--- src/rtl/ase_fifo_pkg.sv ---
// Shared types and helpers for the ASE channel-model FIFO.
// Error-bit positions in err_sticky are fixed here so the top and its users agree.
package ase_fifo_pkg;

  typedef enum logic {FIFO_REGISTERED, FIFO_FWFT} fifo_mode_e;

  localparam int ERR_OVF = 1;
  localparam int ERR_UNF = 0;

  function automatic int fifo_depth(input int base2);
    return 1 << base2;
  endfunction

  function automatic int fifo_ptr_w(input int base2);
    return base2 + 1;
  endfunction

endpackage

--- src/rtl/ase_fifo_ram.sv ---
// Simple dual-port storage: synchronous write, asynchronous read address.
// Contents are intentionally not reset.
module ase_fifo_ram #(
  parameter int DATA_WIDTH = 64,
  parameter int ADDR_W     = 3
) (
  input  logic                  clk,
  input  logic                  we,
  input  logic [ADDR_W-1:0]     waddr,
  input  logic [DATA_WIDTH-1:0] wdata,
  input  logic [ADDR_W-1:0]     raddr,
  output logic [DATA_WIDTH-1:0] rdata
);

  logic [DATA_WIDTH-1:0] mem [2**ADDR_W];

  always_ff @(posedge clk) begin
    if (we) mem[waddr] <= wdata;
  end

  assign rdata = mem[raddr];

endmodule

--- src/rtl/ase_fifo_v2.sv ---
// Parametrised FIFO with wrap-bit pointers, registered or first-word-fall-through read,
// almost-full/empty flags, overflow/underflow pulses and sticky error bits.
module ase_fifo_v2
  import ase_fifo_pkg::*;
#(
  parameter int DATA_WIDTH      = 64,
  parameter int DEPTH_BASE2     = 3,
  parameter int ALMFULL_THRESH  = 5,
  parameter int ALMEMPTY_THRESH = 1,
  parameter int FWFT            = 0
) (
  input  logic                   clk,
  input  logic                   rst,
  input  logic                   wr_en,
  input  logic [DATA_WIDTH-1:0]  data_in,
  input  logic                   rd_en,
  input  logic                   err_clr,
  output logic [DATA_WIDTH-1:0]  data_out,
  output logic                   data_out_v,
  output logic                   full,
  output logic                   empty,
  output logic                   alm_full,
  output logic                   alm_empty,
  output logic [DEPTH_BASE2:0]   count,
  output logic                   overflow,
  output logic                   underflow,
  output logic [1:0]             err_sticky
);

  localparam int FIFO_DEPTH = fifo_depth(DEPTH_BASE2);
  localparam int PW         = fifo_ptr_w(DEPTH_BASE2);
  localparam fifo_mode_e MODE = (FWFT != 0) ? FIFO_FWFT : FIFO_REGISTERED;
  localparam logic [PW-1:0] AF_TH = PW'(ALMFULL_THRESH);
  localparam logic [PW-1:0] AE_TH = PW'(ALMEMPTY_THRESH);

  if (DEPTH_BASE2 < 1 || DEPTH_BASE2 > 12) begin : g_bad_depth
    $error("ase_fifo_v2: DEPTH_BASE2=%0d outside 1..12", DEPTH_BASE2);
  end
  if (ALMFULL_THRESH < 1 || ALMFULL_THRESH > FIFO_DEPTH) begin : g_bad_af
    $error("ase_fifo_v2: ALMFULL_THRESH=%0d outside 1..%0d", ALMFULL_THRESH, FIFO_DEPTH);
  end
  if (ALMEMPTY_THRESH < 0 || ALMEMPTY_THRESH > FIFO_DEPTH - 1) begin : g_bad_ae
    $error("ase_fifo_v2: ALMEMPTY_THRESH=%0d outside 0..%0d", ALMEMPTY_THRESH, FIFO_DEPTH - 1);
  end

  logic [PW-1:0]         wr_ptr_q, wr_ptr_d, rd_ptr_q, rd_ptr_d, count_q, count_d;
  logic                  ovf_q, ovf_d, unf_q, unf_d, dv_q, dv_d;
  logic [1:0]            err_q, err_d;
  logic [DATA_WIDTH-1:0] dout_q, dout_d, ram_rdata;
  logic                  empty_w, full_w, wr_acc, rd_acc;

  assign empty_w = (wr_ptr_q == rd_ptr_q);
  assign full_w  = (wr_ptr_q[PW-2:0] == rd_ptr_q[PW-2:0]) && (wr_ptr_q[PW-1] != rd_ptr_q[PW-1]);

  always_comb begin
    // A pop frees the slot this edge, so a write at full is still accepted.
    rd_acc   = rd_en & ~empty_w;
    wr_acc   = wr_en & (~full_w | rd_acc);
    wr_ptr_d = wr_ptr_q + PW'(wr_acc);
    rd_ptr_d = rd_ptr_q + PW'(rd_acc);
    count_d  = wr_ptr_d - rd_ptr_d;
    ovf_d    = wr_en & ~wr_acc;
    unf_d    = rd_en & ~rd_acc;
    err_d    = err_q;
    if (ovf_d) err_d[ERR_OVF] = 1'b1;
    if (unf_d) err_d[ERR_UNF] = 1'b1;
    if (err_clr) err_d = '0;
    dout_d   = rd_acc ? ram_rdata : dout_q;
    dv_d     = rd_acc;
  end

  always_ff @(posedge clk or posedge rst) begin
    if (rst) begin
      wr_ptr_q <= '0;
      rd_ptr_q <= '0;
      count_q  <= '0;
      ovf_q    <= 1'b0;
      unf_q    <= 1'b0;
      err_q    <= '0;
      dout_q   <= '0;
      dv_q     <= 1'b0;
    end else begin
      wr_ptr_q <= wr_ptr_d;
      rd_ptr_q <= rd_ptr_d;
      count_q  <= count_d;
      ovf_q    <= ovf_d;
      unf_q    <= unf_d;
      err_q    <= err_d;
      dout_q   <= dout_d;
      dv_q     <= dv_d;
    end
  end

  ase_fifo_ram #(
    .DATA_WIDTH (DATA_WIDTH),
    .ADDR_W     (DEPTH_BASE2)
  ) u_ram (
    .clk   (clk),
    .we    (wr_acc),
    .waddr (wr_ptr_q[PW-2:0]),
    .wdata (data_in),
    .raddr (rd_ptr_q[PW-2:0]),
    .rdata (ram_rdata)
  );

  // FWFT output is masked while empty so reset leaves data_out at zero.
  if (MODE == FIFO_FWFT) begin : g_fwft
    assign data_out   = empty_w ? '0 : ram_rdata;
    assign data_out_v = ~empty_w;
  end else begin : g_reg
    assign data_out   = dout_q;
    assign data_out_v = dv_q;
  end

  assign full       = full_w;
  assign empty      = empty_w;
  assign alm_full   = (count_q >= AF_TH);
  assign alm_empty  = (count_q <= AE_TH);
  assign count      = count_q;
  assign overflow   = ovf_q;
  assign underflow  = unf_q;
  assign err_sticky = err_q;

endmodule

--- config.mk ---
export PLATFORM = sky130hd
export DESIGN_NAME = ase_fifo_v2
export DESIGN_NICKNAME = d
export VERILOG_FILES = /design/src/rtl/ase_fifo_pkg.sv /design/src/rtl/ase_fifo_ram.sv /design/src/rtl/ase_fifo_v2.sv
export SDC_FILE = /design/constraint.sdc
export NUM_CORES = 1
export LEC_CHECK = 0
export ABC_CLOCK_PERIOD_IN_PS = 15800
export CORE_ASPECT_RATIO = 0.75
export CORE_MARGIN = 2
export CORE_UTILIZATION = 63
export CTS_CLUSTER_SIZE = 20
export DETAILED_ROUTE_END_ITERATION = 10
export GPL_TIMING_DRIVEN = 0
export PLACE_DENSITY = 0.89
export SETUP_SLACK_MARGIN = 0.5
export SLEW_MARGIN = 20
export SYNTH_ARGS = -nofsm -noshare
export SYNTH_HDL_FRONTEND = slang
export SYNTH_SLANG_ARGS = --single-unit
export TNS_END_PERCENT = 100
--- constraint.sdc ---
create_clock -name clk -period 15.8 [get_ports clk]
set_input_delay 3.16 -clock clk [delete_from_list [all_inputs] [get_ports clk]]
set_output_delay 3.16 -clock clk [all_outputs]
set_load 0.01 [all_outputs]
# Word-level counts from Yosys, hierarchy flattened
# Memories as Yosys holds them, arrays and structs flattened. A register that Yosys moved wholly into a read port is not among the register bits.
# Index checks and enable logic that the tools add are counted.
dict set report word_totals {
  register_bits 17
  mem_bits_rw 512
  input_bits 69
  n_memories 1
}
# name depth width rd rd_ports_with_merged_regs wr line_no
set memory_table {}
lappend memory_table {u_ram.mem 8 64 1 1 1 ase_fifo_ram.sv:15} ;# logic [DATA_WIDTH-1:0] mem [2**ADDR_W];
dict set report op_classes {
  add_sub_neg 3
  order_cmp 2
  eq_ne 3
  n_mux 5
  n_bitwise 9
  reduce_logical 3
}
# cell count
set op_table {}
lappend op_table {{adder 4 x 1 -> 4 bit} 2}
lappend op_table {{AND 1 bit} 4}
lappend op_table {{equality test 4 bit} 1}
lappend op_table {{greater-or-equal comparator 4 x 3 -> 1 bit (second input constant)} 1}
lappend op_table {{<= comparator 4 x 1 -> 1 bit (second input constant)} 1}
lappend op_table {{2-to-1 mux 1 bit} 4}
lappend op_table {{inverter 1 bit} 4}
lappend op_table {{nonzero test 2 bit} 2}
lappend op_table {{subtractor 4 bit} 1}
lappend op_table {{equality test 3 bit} 1}
lappend op_table {{2-to-1 mux 2 bit} 1}
lappend op_table {{logical AND 1 bit} 1}
lappend op_table {{!= test 1 bit} 1}
lappend op_table {{OR 1 bit} 1}

# Logic depth before layout (Yosys ltp)
dict set report logic_depth {
  word_depth 9
  mapped_depth 13
  depth_no_buf 11
}

# Hierarchy
# A second synthesis with hierarchy kept.
dict set report hier_totals {
  hier_cells 947
  hier_area_um2 22686.8
}
# module n_inst cells_per_inst area_each_um2 seq_area_each_um2
set modules_own_cells {}
lappend modules_own_cells {ase_fifo_ram 1 752 19266.0 15374.7}
lappend modules_own_cells {ase_fifo_v2 1 195 3420.8 2026.9}

# Worst setup path before layout
# OpenSTA, ideal clock, no wires.
dict set report synth_timing {
  kind {in2reg}
  startpoint {input rd_en}
  endpoint {memory u_ram.mem[0][0] (enable)}
  setup_ps 644
  t_arrival_ps 9421
  required_ps 15156
  path_slack_ps 5735
  path_stages 3
  cell_sequence {nor2b_1 buf_2 nor4_1}
}
dict set report synth_via {
  elab_chain_cells 5
}
# item line_no
set synth_lines {}
lappend synth_lines {{start, declared} ase_fifo_v2.sv:16} ;# input logic rd_en,
lappend synth_lines {{AND 1 bit} ase_fifo_v2.sv:57} ;# rd_acc = rd_en & ~empty_w;
lappend synth_lines {{OR 1 bit} ase_fifo_v2.sv:58} ;# wr_acc = wr_en & (~full_w | rd_acc);
lappend synth_lines {{AND 1 bit} ase_fifo_v2.sv:58}
lappend synth_lines {{2-to-1 mux 1 bit} ase_fifo_ram.sv:18} ;# if (we) mem[waddr] <= wdata;
lappend synth_lines {{2-to-1 mux 1 bit (not written as such)} ase_fifo_ram.sv:18}
lappend synth_lines {{end, declared} ase_fifo_ram.sv:15}
# No other way between the ends.

# Final worst setup path
dict set report layout_timing {
  startpoint {input rd_en}
  endpoint {memory u_ram.mem[1][29] (enable)}
}
# Same word-level chain as after synthesis.

==> summary.md <==
| Metric | Value |
|---|---|
| RD Place Congestion | `0.748` |
| CP dominant cell by count | `buf_4` |
| Synth Cell Area | `22200 µm²` |
| Via-to-Cell Ratio | `between 6 and 7` |
| Filler Cell Count | `1804` |
| CTS H-tree lvls | `2` |
| Core ar. | `34700 µm²` |
| First-pass detailed-route iteration total | `5` |
| Initial antenna violation count | `4` |
| Vias in the first global route | `12079` |
| Grt met1 use | `40.3%` |
| Power per cell area | `~190 nW/µm²` |
| Final period utilization | `36.6%` |
| Routed length per instance | `around 28 µm` |
| Critical-path top delay cell | `nor4_2` |
| Worst setup SP type | `input pin` |
| Clock-pin slew on the worst setup and hold paths | `0.06 ns` |
| CP Cell Sequence | `clkdlybuf4s50_1 > nor2b_1 > buf_2 > nor4_2 > buf_4 > buf_2 > buf_4 > buf_4 > buf_2 > buf_4` |
| Util after Layout | `76.5%` |
| CP Capture Type | `flip-flop` |
| Met2 GRT Util | `a little under half` |
| Kind of critical path | `input pin to flip-flop` |
| Top delay family on crit path | `buffers and inverters` |
| Io pins | `146` |
| Layout cell share with drive strength beyond 1 | `a little under a quarter` |
| Post-Syn Area per Cell | `around 22 µm²` |
| Num CTS Buffers | `52` |
| F_max | `0.173 GHz` |
| Slew Viols, Final | `0` |
| Post-detail-place hpwl | `approximately 33000 µm` |
| Clk root buf | `clkbuf_16` |
| Biggest fanout along the worst timing path | `9` |
| M3 GR Usage | `5.72%` |
| Pleak | `9.22 nW` |
| Cts hold-fix bufs | `0` |
| Dpl cell area | `24900 µm²` |
| Final WL | `51100 µm` |
| Clk Latency, worst-skew pair | `a little under 0.6 ns` |
| Pin count of the biggest net entering global routing | `44` |
| GR peak layer | `met2` |
| Initial drt markers | `1524` |
| Vias | `11569` |
| CP arrival | `6.08 ns` |
| Post-Syn Instances | `1022` |
| Final std cells w/o fill | `1802` |
| Chip width | `221 µm` |
| Relative slew slack | `34.0%` |
| Finished Cell Area | `26500 µm²` |
| First-pass GRT wire length | `75900 µm` |
| Die Height | `between 150 and 200 µm` |
| YS warnings | `0` |
| Drt drc | `0` |
| Largest vdd supply drop | `~0.11 mV` |
| Die footprint | `36800 µm²` |
| CTS tree | `yes` |
| Hold_ws | `0.486 ns` |
| Library cells used by synthesis | `31` |
| Fin. Hold Viols | `0` |
| Max incr delay on CP | `0.76 ns` |
| Placed Cells | `1704` |
| Total track usage | `between 20% and 30%` |
| Status | `finished clean` |
| Post-CTS Setup Inserts | `0` |
| IO Port Bufs | `145` |
| Fin nets | `1378` |
| RSZ-0062 raised after global routing | `false` |
| Worst Skew | `0.0327 ns` |
| Clk sinks | `593` |
| Worst-Margin Slew | `0.991 ns` |
| Max Buffers Root-to-Sink | `3` |
| Post-synthesis register bit count | `593` |
| Minimum clock period | `5.79 ns` |
| Setup violators final | `0` |
| Worst EP required | `16.09 ns` |
| Worst min path class | `flip-flop to flip-flop` |
| Buf/Inv on CP | `8` |
| Rows | `59` |
| Max Cap Viol | `0` |
| Post-DRT Antenna Nets | `0` |
| Starting Density | `64.0%` |
| Synthesis-to-finish area growth | `19.6%` |
| Post-CTS sizing | `0` |
| Seq/Total Area, Yosys | `78.4%` |
| Gr ovfl total | `0` |
| Syn_nets | `between 1000 and 1500` |
per-stage QoR:
step	power [W]	setup TNS [ns]	setup WS (ns)
2_1_floorplan	0.00311	0	5.73
3_3_place_gp	0.00367	-41.58	-0.407
3_5_place_dp	0.00375	0	9.40
4_1_cts	0.00500	0	10.01
5_1_grt	0.00518	0	9.94
6_report	0.00497	0	10.01
logic make-up after synthesis:
group,count (synthesis),synth area share (%)
adder cells (fa/ha/maj),8,0.485
XOR/XNOR,10,0.462
multiplexers,192,15.9
flip-flops,593,78.4
buffers and inverters,60,1.32
AND/OR/NAND/NOR,89,1.73
AO/OA/AOI/OAI,70,1.70
path summary, 6_finish.rpt:
path	startpoint	end	slack, ns	depth (start not counted)
min in group asynchronous	rst	data_out[6]	2.98	2
min	data_out[46]	data_out[46]	0.49	2
max	rd_en	u_ram.mem[1][29]	10.01	10
max reg2reg	rd_ptr_q[1]	count[3]	12.00	13
max in group asynchronous	rst	data_out[55]	12.18	3
min reg2reg	data_out[46]	data_out[46]	0.49	2
placed cells by master, fill, tap and decap left out, drive strengths merged, types with 3 or more instances in the layout:
master,instances
clkinv,6
xor2,7
mux2i,64
inv,9
o21ai,65
clkbuf,101
nand2,66
clkdlybuf4s50,145
nor4,3
mux4,128
nor3,7
buf,119
ha,7
dfrtp,81
edfxtp,512
nand2b,4
per-layer routing:
| layer | wire [µm] | vias to the layer above | share of wire [%] |
|---|---|---|---|
| li1 | - | 4721 | - |
| met1 | 18900 | 6047 | 37 |
| met2 | 26100 | 704 | 51 |
| met3 | 4820 | 95 | 9.4 |
| met4 | 1230 | 2 | 2.4 |
| met5 | 13 | - | 0.025 |
state kept, by name (all words and copies together), names as in the netlist:
| name | cells |
|---|---|
| count | 4 |
| err_sticky | 2 |
| data_out_v | 1 |
| wr_ptr_q | 4 |
| data_out | 64 |
| u_ram.mem | 512 |
| underflow | 1 |
| rd_ptr_q | 4 |
| overflow | 1 |
power by group:
| group | internal (W) | switching [W] |
|---|---|---|
| logic | 0.000756 | 0.000849 |
| registers | 0.00202 | 0.000121 |
| clock network | 0.000692 | 0.000535 |
cells in the mapped netlist:
master | count | area, µm²
ha_1 | 7 | 87.6
fa_1 | 1 | 20.0
buf_4 | 9 | 67.6
xor3_1 | 1 | 23.8
a21o_1 | 1 | 7.51
dfrtp_1 | 81 | 2030
buf_2 | 21 | 105
and2_1 | 1 | 6.26
xnor2_1 | 2 | 17.5
and3_1 | 1 | 6.26
o41ai_4 | 1 | 27.5
clkbuf_1 | 14 | 52.6
nor2b_1 | 2 | 12.5
buf_1 | 8 | 30.0
nand2b_1 | 4 | 25.0
xor2_1 | 7 | 61.3
o21ai_0 | 59 | 295
nand3_1 | 2 | 10.0
nor3_1 | 7 | 35.0
mux4_2 | 128 | 2880
edfxtp_1 | 512 | 15400
o21ai_1 | 6 | 30.0
nor2_1 | 2 | 7.51
nor4b_2 | 1 | 15.0
inv_1 | 7 | 26.3
buf_6 | 1 | 11.3
nor4_1 | 3 | 18.8
nand2_1 | 66 | 248
a21oi_1 | 2 | 10.0
mux2i_1 | 64 | 641
a31oi_1 | 1 | 6.26
area by class of cell:
| class | instances | area, µm² | area share [%] |
|---|---|---|---|
| flip-flops and latches | 593 | 17400 | 65.6 |
| multi-input cells | 369 | 4540 | 17.1 |
| repair buffers | 225 | 2090 | 7.87 |
| clock buffers | 87 | 1570 | 5.93 |
| well taps | 457 | 572 | 2.15 |
| plain buffers | 53 | 267 | 1.00 |
| clock inverters | 9 | 71.3 | 0.269 |
| inverters | 7 | 31.3 | 0.118 |
| diodes | 2 | 5.00 | 0.0189 |
worst register-to-register path, cell delays in order (launching register included):
cell and delay (ns):
dfrtp_1 0.39, buf_2 0.17, xor2_1 0.22, o41ai_4 0.81, buf_6 0.29, buf_4 0.23, inv_1 0.11, ha_1 0.21
ha_1 0.30, inv_1 0.08, ha_1 0.30, a21o_1 0.15, a21oi_1 0.18, xor3_1 0.25
(Power assumes the default switching activity.)
